[src/rtl/rtc_time_set_ctrl.sv]
// Time-set sequencer for the 24h RTC: edits hours then minutes in BCD and issues a one-cycle load.
// Optional edit timeout is compiled in with `define RTC_SET_TIMEOUT_EN.
module rtc_time_set_ctrl #(
  parameter int unsigned BLINK_DIV      = 25_000_000,
  parameter int unsigned TIMEOUT_CYCLES = 250_000_000
) (
  input  logic       clk,
  input  logic       rst,
  input  logic       mode_btn,
  input  logic       inc_btn,
  input  logic       dec_btn,
  input  logic       cancel_btn,
  input  logic [7:0] cur_hh,
  input  logic [7:0] cur_mm,
  output logic       run_en,
  output logic       load,
  output logic [7:0] load_hh,
  output logic [7:0] load_mm,
  output logic [7:0] load_ss,
  output logic [1:0] edit_field,
  output logic       blink
);

  typedef enum logic [1:0] {RUN, SET_HR, SET_MIN, COMMIT} state_t;

  localparam int unsigned BW = (BLINK_DIV > 1) ? $clog2(BLINK_DIV) : 1;
  localparam logic [BW-1:0] BLINK_LAST = BW'(BLINK_DIV - 1);

  state_t        state;
  logic [BW-1:0] blink_cnt;
  logic          timeout;
  logic          abort;
  logic          step;
  logic          bump;

  assign load_ss = 8'h00;
  assign step    = inc_btn ^ dec_btn;
  assign bump    = inc_btn | dec_btn;
  assign abort   = cancel_btn | timeout;

  // Any captured value that is not legal BCD within range is replaced by zero.
  function automatic logic [7:0] sanitize(input logic [7:0] v, input logic [7:0] max);
    if (v[7:4] > 4'd9 || v[3:0] > 4'd9 || v > max) return 8'h00;
    return v;
  endfunction

  function automatic logic [7:0] bcd_inc(input logic [7:0] v, input logic [7:0] max);
    if (v == max)         return 8'h00;
    if (v[3:0] == 4'd9)   return {v[7:4] + 4'd1, 4'd0};
    return {v[7:4], v[3:0] + 4'd1};
  endfunction

  function automatic logic [7:0] bcd_dec(input logic [7:0] v, input logic [7:0] max);
    if (v == 8'h00)       return max;
    if (v[3:0] == 4'd0)   return {v[7:4] - 4'd1, 4'd9};
    return {v[7:4], v[3:0] - 4'd1};
  endfunction

`ifdef RTC_SET_TIMEOUT_EN
  localparam int unsigned TW = (TIMEOUT_CYCLES > 1) ? $clog2(TIMEOUT_CYCLES) : 1;
  localparam logic [TW-1:0] IDLE_LAST = TW'(TIMEOUT_CYCLES - 1);

  logic [TW-1:0] idle_cnt;
  logic          editing;

  assign editing = (state == SET_HR) || (state == SET_MIN);
  assign timeout = editing && (idle_cnt == IDLE_LAST) && !(mode_btn | inc_btn | dec_btn);

  always_ff @(posedge clk) begin
    if (rst || !editing || mode_btn || inc_btn || dec_btn || timeout) idle_cnt <= '0;
    else                                                              idle_cnt <= idle_cnt + 1'b1;
  end
`else
  // TIMEOUT_CYCLES is >=1, so this is a constant zero: edits never expire in this build.
  assign timeout = (TIMEOUT_CYCLES == 0);
`endif

  always_ff @(posedge clk) begin
    if (rst) begin
      state      <= RUN;
      run_en     <= 1'b1;
      load       <= 1'b0;
      load_hh    <= 8'h00;
      load_mm    <= 8'h00;
      edit_field <= 2'd0;
      blink      <= 1'b0;
      blink_cnt  <= '0;
    end else begin
      load <= 1'b0;
      case (state)
        RUN: begin
          if (mode_btn) begin
            state      <= SET_HR;
            run_en     <= 1'b0;
            edit_field <= 2'd1;
            blink      <= 1'b1;
            blink_cnt  <= '0;
            load_hh    <= sanitize(cur_hh, 8'h23);
            load_mm    <= sanitize(cur_mm, 8'h59);
          end
        end
        SET_HR, SET_MIN: begin
          if (abort) begin
            state      <= RUN;
            run_en     <= 1'b1;
            edit_field <= 2'd0;
            blink      <= 1'b0;
            blink_cnt  <= '0;
          end else if (mode_btn) begin
            blink_cnt <= '0;
            if (state == SET_HR) begin
              state      <= SET_MIN;
              edit_field <= 2'd2;
              blink      <= 1'b1;
            end else begin
              state      <= COMMIT;
              load       <= 1'b1;
              edit_field <= 2'd0;
              blink      <= 1'b0;
            end
          end else begin
            if (step && state == SET_HR)
              load_hh <= inc_btn ? bcd_inc(load_hh, 8'h23) : bcd_dec(load_hh, 8'h23);
            if (step && state == SET_MIN)
              load_mm <= inc_btn ? bcd_inc(load_mm, 8'h59) : bcd_dec(load_mm, 8'h59);
            // Any inc/dec pulse (even a cancelling pair) restarts the lit half-period.
            if (bump) begin
              blink     <= 1'b1;
              blink_cnt <= '0;
            end else if (blink_cnt == BLINK_LAST) begin
              blink     <= ~blink;
              blink_cnt <= '0;
            end else begin
              blink_cnt <= blink_cnt + 1'b1;
            end
          end
        end
        COMMIT: begin
          state  <= RUN;
          run_en <= 1'b1;
        end
        default: begin
          state      <= RUN;
          run_en     <= 1'b1;
          edit_field <= 2'd0;
          blink      <= 1'b0;
        end
      endcase
    end
  end

endmodule
[config.mk]
export PLATFORM = sky130hd
export DESIGN_NAME = rtc_time_set_ctrl
export DESIGN_NICKNAME = d
export VERILOG_FILES = /design/src/rtl/rtc_time_set_ctrl.sv
export SDC_FILE = /design/constraint.sdc
export NUM_CORES = 1
export LEC_CHECK = 0
export ABC_AREA = 1
export BUFFER_PORTS_ARGS = -buffer_cell sky130_fd_sc_hd__buf_2
export CORE_MARGIN = 10
export CORE_UTILIZATION = 45
export DETAILED_ROUTE_END_ITERATION = 16
export PLACE_DENSITY = 0.65
export SETUP_SLACK_MARGIN = 0.1
export SYNTH_ARGS = -nofsm -noshare
export SYNTH_HDL_FRONTEND = slang
export SYNTH_SLANG_ARGS = --single-unit
[constraint.sdc]
create_clock -name clk -period 2.8 [get_ports clk]
set_input_delay 0.14 -clock clk [delete_from_list [all_inputs] [get_ports clk]]
set_output_delay 0.14 -clock clk [all_outputs]
set_load 0.02 [all_outputs]
Word level (Yosys, flattened, before mapping)
Cells that the tools add are included.

Register bits: 48.

Add/subtract/negate cells: 9. $lt $le $gt $ge: 6. Equality and inequality tests: 20. Multiplexer cells: 118. Bitwise logic cells: 5. Reduce and logical (&&, ||, !) cells: 23.

Operators with widths (count): two-way mux 8 bit (30); two-way mux 25 bit (5); two-way mux 1 bit (70); case mux 25 bit (2 select lines) (1); case mux 8 bit (2 select lines) (2); adder 25 x 1 -> 25 bit, second input constant (1); == test 25 bit, second input constant (1); adder 4 x 1 -> 4 bit, second input constant (4); > comparator 4 bit, second input constant (4); logical NOT 8 bit (2); inequality test 4 bit, second input constant (4); subtractor 4 x 1 -> 4 bit, second input constant (4); AND reduction 7 bit (2); two-way mux 2 bit (6); inequality test 2 bit, second input constant (6); AND reduction 5 bit (2); == test 4 bit, second input constant (2); == test 8 x 6 -> 1 bit, second input constant (1); == test 8 x 7 -> 1 bit, second input constant (1); > comparator 8 x 6 -> 1 bit, second input constant (1); > comparator 8 x 7 -> 1 bit, second input constant (1); logical NOT 4 bit (2); case mux 2 bit (3 select lines) (1); AND reduction 2 bit (3); 17 further kinds (25).

Longest topological paths before layout
Depth in word-level cells: 20. Gate-level depth with buffers: 12.

Worst setup path before layout
OpenSTA, ideal clock, no wires.

Path kind: reg2reg. Start point: register state[0]. End point: register load_mm[6]. Data arrival time: 1575 ps. Data required time: 2683 ps. Slack: 1108 ps. Stages on the path, launching flop included: 10. Path buffers: 0. Clock period less this slack: 1692 ps. Cells stage by stage: dfxtp_1 -> inv_1 -> ha_1 -> inv_2 -> nor2_2 -> inv_2 -> nor2_1 -> nor3_4 -> o21ai_0 -> nor2_1.

Word-level cells in the longest chain between the ends: 4. Elaborated cells on any way between the ends: 14.

RTL lines: from (decl) (line 29) `state_t state;`; from (signal assigned) (line 80) `state <= RUN;`; from (signal assigned) (line 93) `state <= SET_HR;`; from (signal assigned) (line 104) `state <= RUN;`; == test 2 x 1 -> 1 bit or == test 2 bit (tied branches) (line 90, 124); OR reduction 2 bit or logical AND 1 bit (tied branches) (line 90, 124); inequality test 4 bit (no line), or another cell as far along; AND reduction 7 bit (no line); to (signal assigned) (line 99) `load_mm <= sanitize(cur_mm, 8'h59);`; to (signal assigned) (line 125) `load_mm <= inc_btn ? bcd_inc(load_mm, 8'h59) : bcd_dec(load_mm, 8'h59);`; to (decl) (line 18) `output logic [7:0] load_mm,`.

Parallel ways exist; a longest one is shown, timed or not. A chain may end at the register's enable or synchronous reset.

Worst setup path after layout
Same ends and word-level chain as after synthesis.

==> flow_summary.ini <==
[clocking]
cts_tree = built
cts.repair.resized = 0
clk_path_buf_depth = 2
clkTransAtPathRegs_ps = 90
root_buffer = clkbuf_8
clock_latency_ps = 310
htreeDepth = 2
cts_hold_buf = 0
cts_buffers = 5
cts.sinks = 48
post_cts_buffers = 0

[sta]
fin_ws_ps = 569
period_minus_slack_ps = 2230
fmax_mhz = 448
tightestPinTransition_ps = 781
slew_headroom = 0.479
finalSetupTns_ps = 0
setup_viol = 0
drv_slew = 0
final.period_utilization = 0.797
clock_skew_ps = 10.3
hold-worst-slack_ps = 113
hold_viol_final = 0
rsz0062_at_grt = false

[setup_path]
r2r_end = load_mm[6]$_SDFFE_PP0P_
crit_buf_inv = 3
required_ps = 3000
crit_chain = inv_1 -> ha_1 -> inv_2 -> nor2_2 -> inv_2 -> nor2_1 -> nor3_4 -> o21ai_0 -> nor2_1
rr_startpoint = state[0]$_SDFFE_PP0P_
worstSetupPathType = register to register
startpoint_type = register
cp_slowest_stage_delay_ps = 610
reg2reg_depth = 9
slowest_stage = ha_1
crit_arrival_ps = 2430
r2r_slack_ps = 570
worstSetupEndpointType = register
worstPathMaxFanout = 14
crit_family = simple AND/OR/NAND/NOR gates

[synth]
synthTopCellsByArea = dfxtp_1, nand2_1, nor2_1
yosysMostFrequentCell = nand2_1
syn_inst = 545
yosysWarnings = 0
synth_cell_types = 39
synth-seq-area-share = 0.270
ys_async_sr_fraction = 0
syn_avg_cell_area_um2 = 6.52
syn_area_mm2 = 0.00356
synth_common_cells = nand2_1, nor2_1, inv_1
yosys.area.top_type_share = 0.270
synth_top_area_cell = dfxtp_1
synth_seq_cells = 48
synth-main-ff-cell = dfxtp_1
synth_edf_count = 0

[routing]
num_vias = 3393
drtAntennaViolNets = 0
drt_iter0_drc = 123
drt_wl_total_um = 8650
wl_per_cell_um = 12.6
vias_per_cell = 4.92
route.detailed.drc = 0
dr.pass1.iters = 4

[pwr]
power.clock.fraction = 0.215
seqPwrFrac = 0.403
p_leak_uw = 0.00167
peakVddDrop_uv = 264
p_sw_frac = 0.408
intPower_uw = 1210
switchingPower_uw = 836
combPwrFrac = 0.382
power.density_mw_per_mm2 = 526

[layout]
drive_gt1_frac = 0.143
multi_input_area_mm2 = 0.00220
diodes = 0
areaGrowthSynthToFinish_pct = 9.54
fill_cells = 799
nets = 629
seqCellArea_um2 = 961

[placement]
gp_congestion = 0.869
place_ws_ps = 571
dp_hpwl_um = 6850
port_buffers = 42

[min_path]
whs_path_depth = 3
hold_start = cur_mm[0]
min_to = load_mm[0]$_SDFFE_PP0P_
min_path_type = primary input to register

[floorplanning]
core_mm2 = 0.00769
rows = 32
initial_utilization = 0.463
die_x_um = 109
fp.dieH_um = 109
io_pins = 51
dieArea_mm2 = 0.0119

[global_routing]
grt_pass1_vias = 3301
grt_overflow = 0
grt_max_degree = 23
grt_pass1_wl_um = 14800
antenna_found_initial = 0
track_usage = 0.150

[status]
status = completed

[job]
maxCapViolations = 0
==> per-stage QoR <==
stage	cell area, µm²	cells	total power [µW]	util
after floorplan	3580	552	1440	-
after global placement	3800	681	1620	0.495
after detailed placement	3800	681	1630	0.495
after CTS	3890	689	2070	0.507
after global routing	3890	689	2220	0.507
final	3890	689	2050	0.507
==> per-layer routing <==
layer,track usage,wire length (µm),vias up
li1,-,-,1817
met1,0.185,4120,1494
met2,0.258,4060,71
met3,0.0283,336,11
met4,0.0452,131,0
met5,0,0,-
==> power by group through the flow <==
stage / Clock [µW] / Combinational, µW / Sequential [µW]
after floorplan: 0 / 547 / 892
after global placement: 0 / 780 / 839
after detailed placement: 0 / 783 / 842
after CTS: 456 / 787 / 827
after global routing: 480 / 895 / 840
final: 440 / 784 / 826
==> cell families after synthesis <==
kind of cell	after synthesis	share of synthesized area
flip-flops	48	0.270
adder cells (fa/ha/maj)	21	0.0739
buffers and inverters	94	0.117
XOR/XNOR	20	0.0493
AND/OR/NAND/NOR	280	0.367
AO/OA/AOI/OAI	81	0.121
other	1	0.00105
==> sequential cells by signal, indices dropped and copies added, names as in the netlist <==
signal and cells:
blink 1, blink_cnt 25, edit_field 2, load 1, load_hh 8, load_mm 8
run_en 1, state 2
==> worst min-delay path, stage by stage <==
cell,delay [ps]
buf_2,80
a21oi_1,50
a21oi_1,110
==> cell type report <==
cell class,instances,area share
clock buffers,8,0.0231
repair buffers,42,0.0540
flip-flops and latches,48,0.247
well taps,102,0.0328
inverters,79,0.0774
multi-input cells,410,0.566
==> worst max-delay path by stage <==
stage / from / end / cells after the start
CTS: state[0]$_SDFFE_PP0P_ / load_mm[6]$_SDFFE_PP0P_ / 9
global route: state[0]$_SDFFE_PP0P_ / load_mm[7]$_SDFFE_PP0P_ / 12
detailed placement: state[0]$_SDFFE_PP0P_ / load_mm[6]$_SDFFE_PP0P_ / 9
floorplan: state[0]$_SDFFE_PP0P_ / load_mm[6]$_SDFFE_PP0P_ / 9
finish: state[0]$_SDFFE_PP0P_ / load_mm[6]$_SDFFE_PP0P_ / 9
global placement: state[1]$_SDFFE_PP0P_ / load_mm[5]$_SDFFE_PP0P_ / 9
==> placed cells by master (no fill, tap or decap) <==
cell type	instances
inv_2	7
nand3b_1	1
o21ai_1	4
a31oi_1	6
o211ai_1	1
nand2_2	4
nand3_1	53
ha_1	21
nor4_1	2
clkbuf_1	2
nor2_4	3
xor2_1	13
nand2_1	100
dfxtp_1	48
inv_6	1
nand2_8	2
nor3_2	1
buf_2	42
nor3_4	1
nand3_2	2
nand4_1	5
inv_1	71
o21a_1	2
o21ai_0	38
conb_1	8
xnor2_1	7
clkbuf_8	6
nor3_1	10
or2_2	3
o22ai_1	2
o2bb2ai_1	1
o31ai_1	1
nor2_1	81
nor2_2	8
o21bai_1	1
nand2_4	4
a21oi_1	25
(Power assumes the default switching activity.)
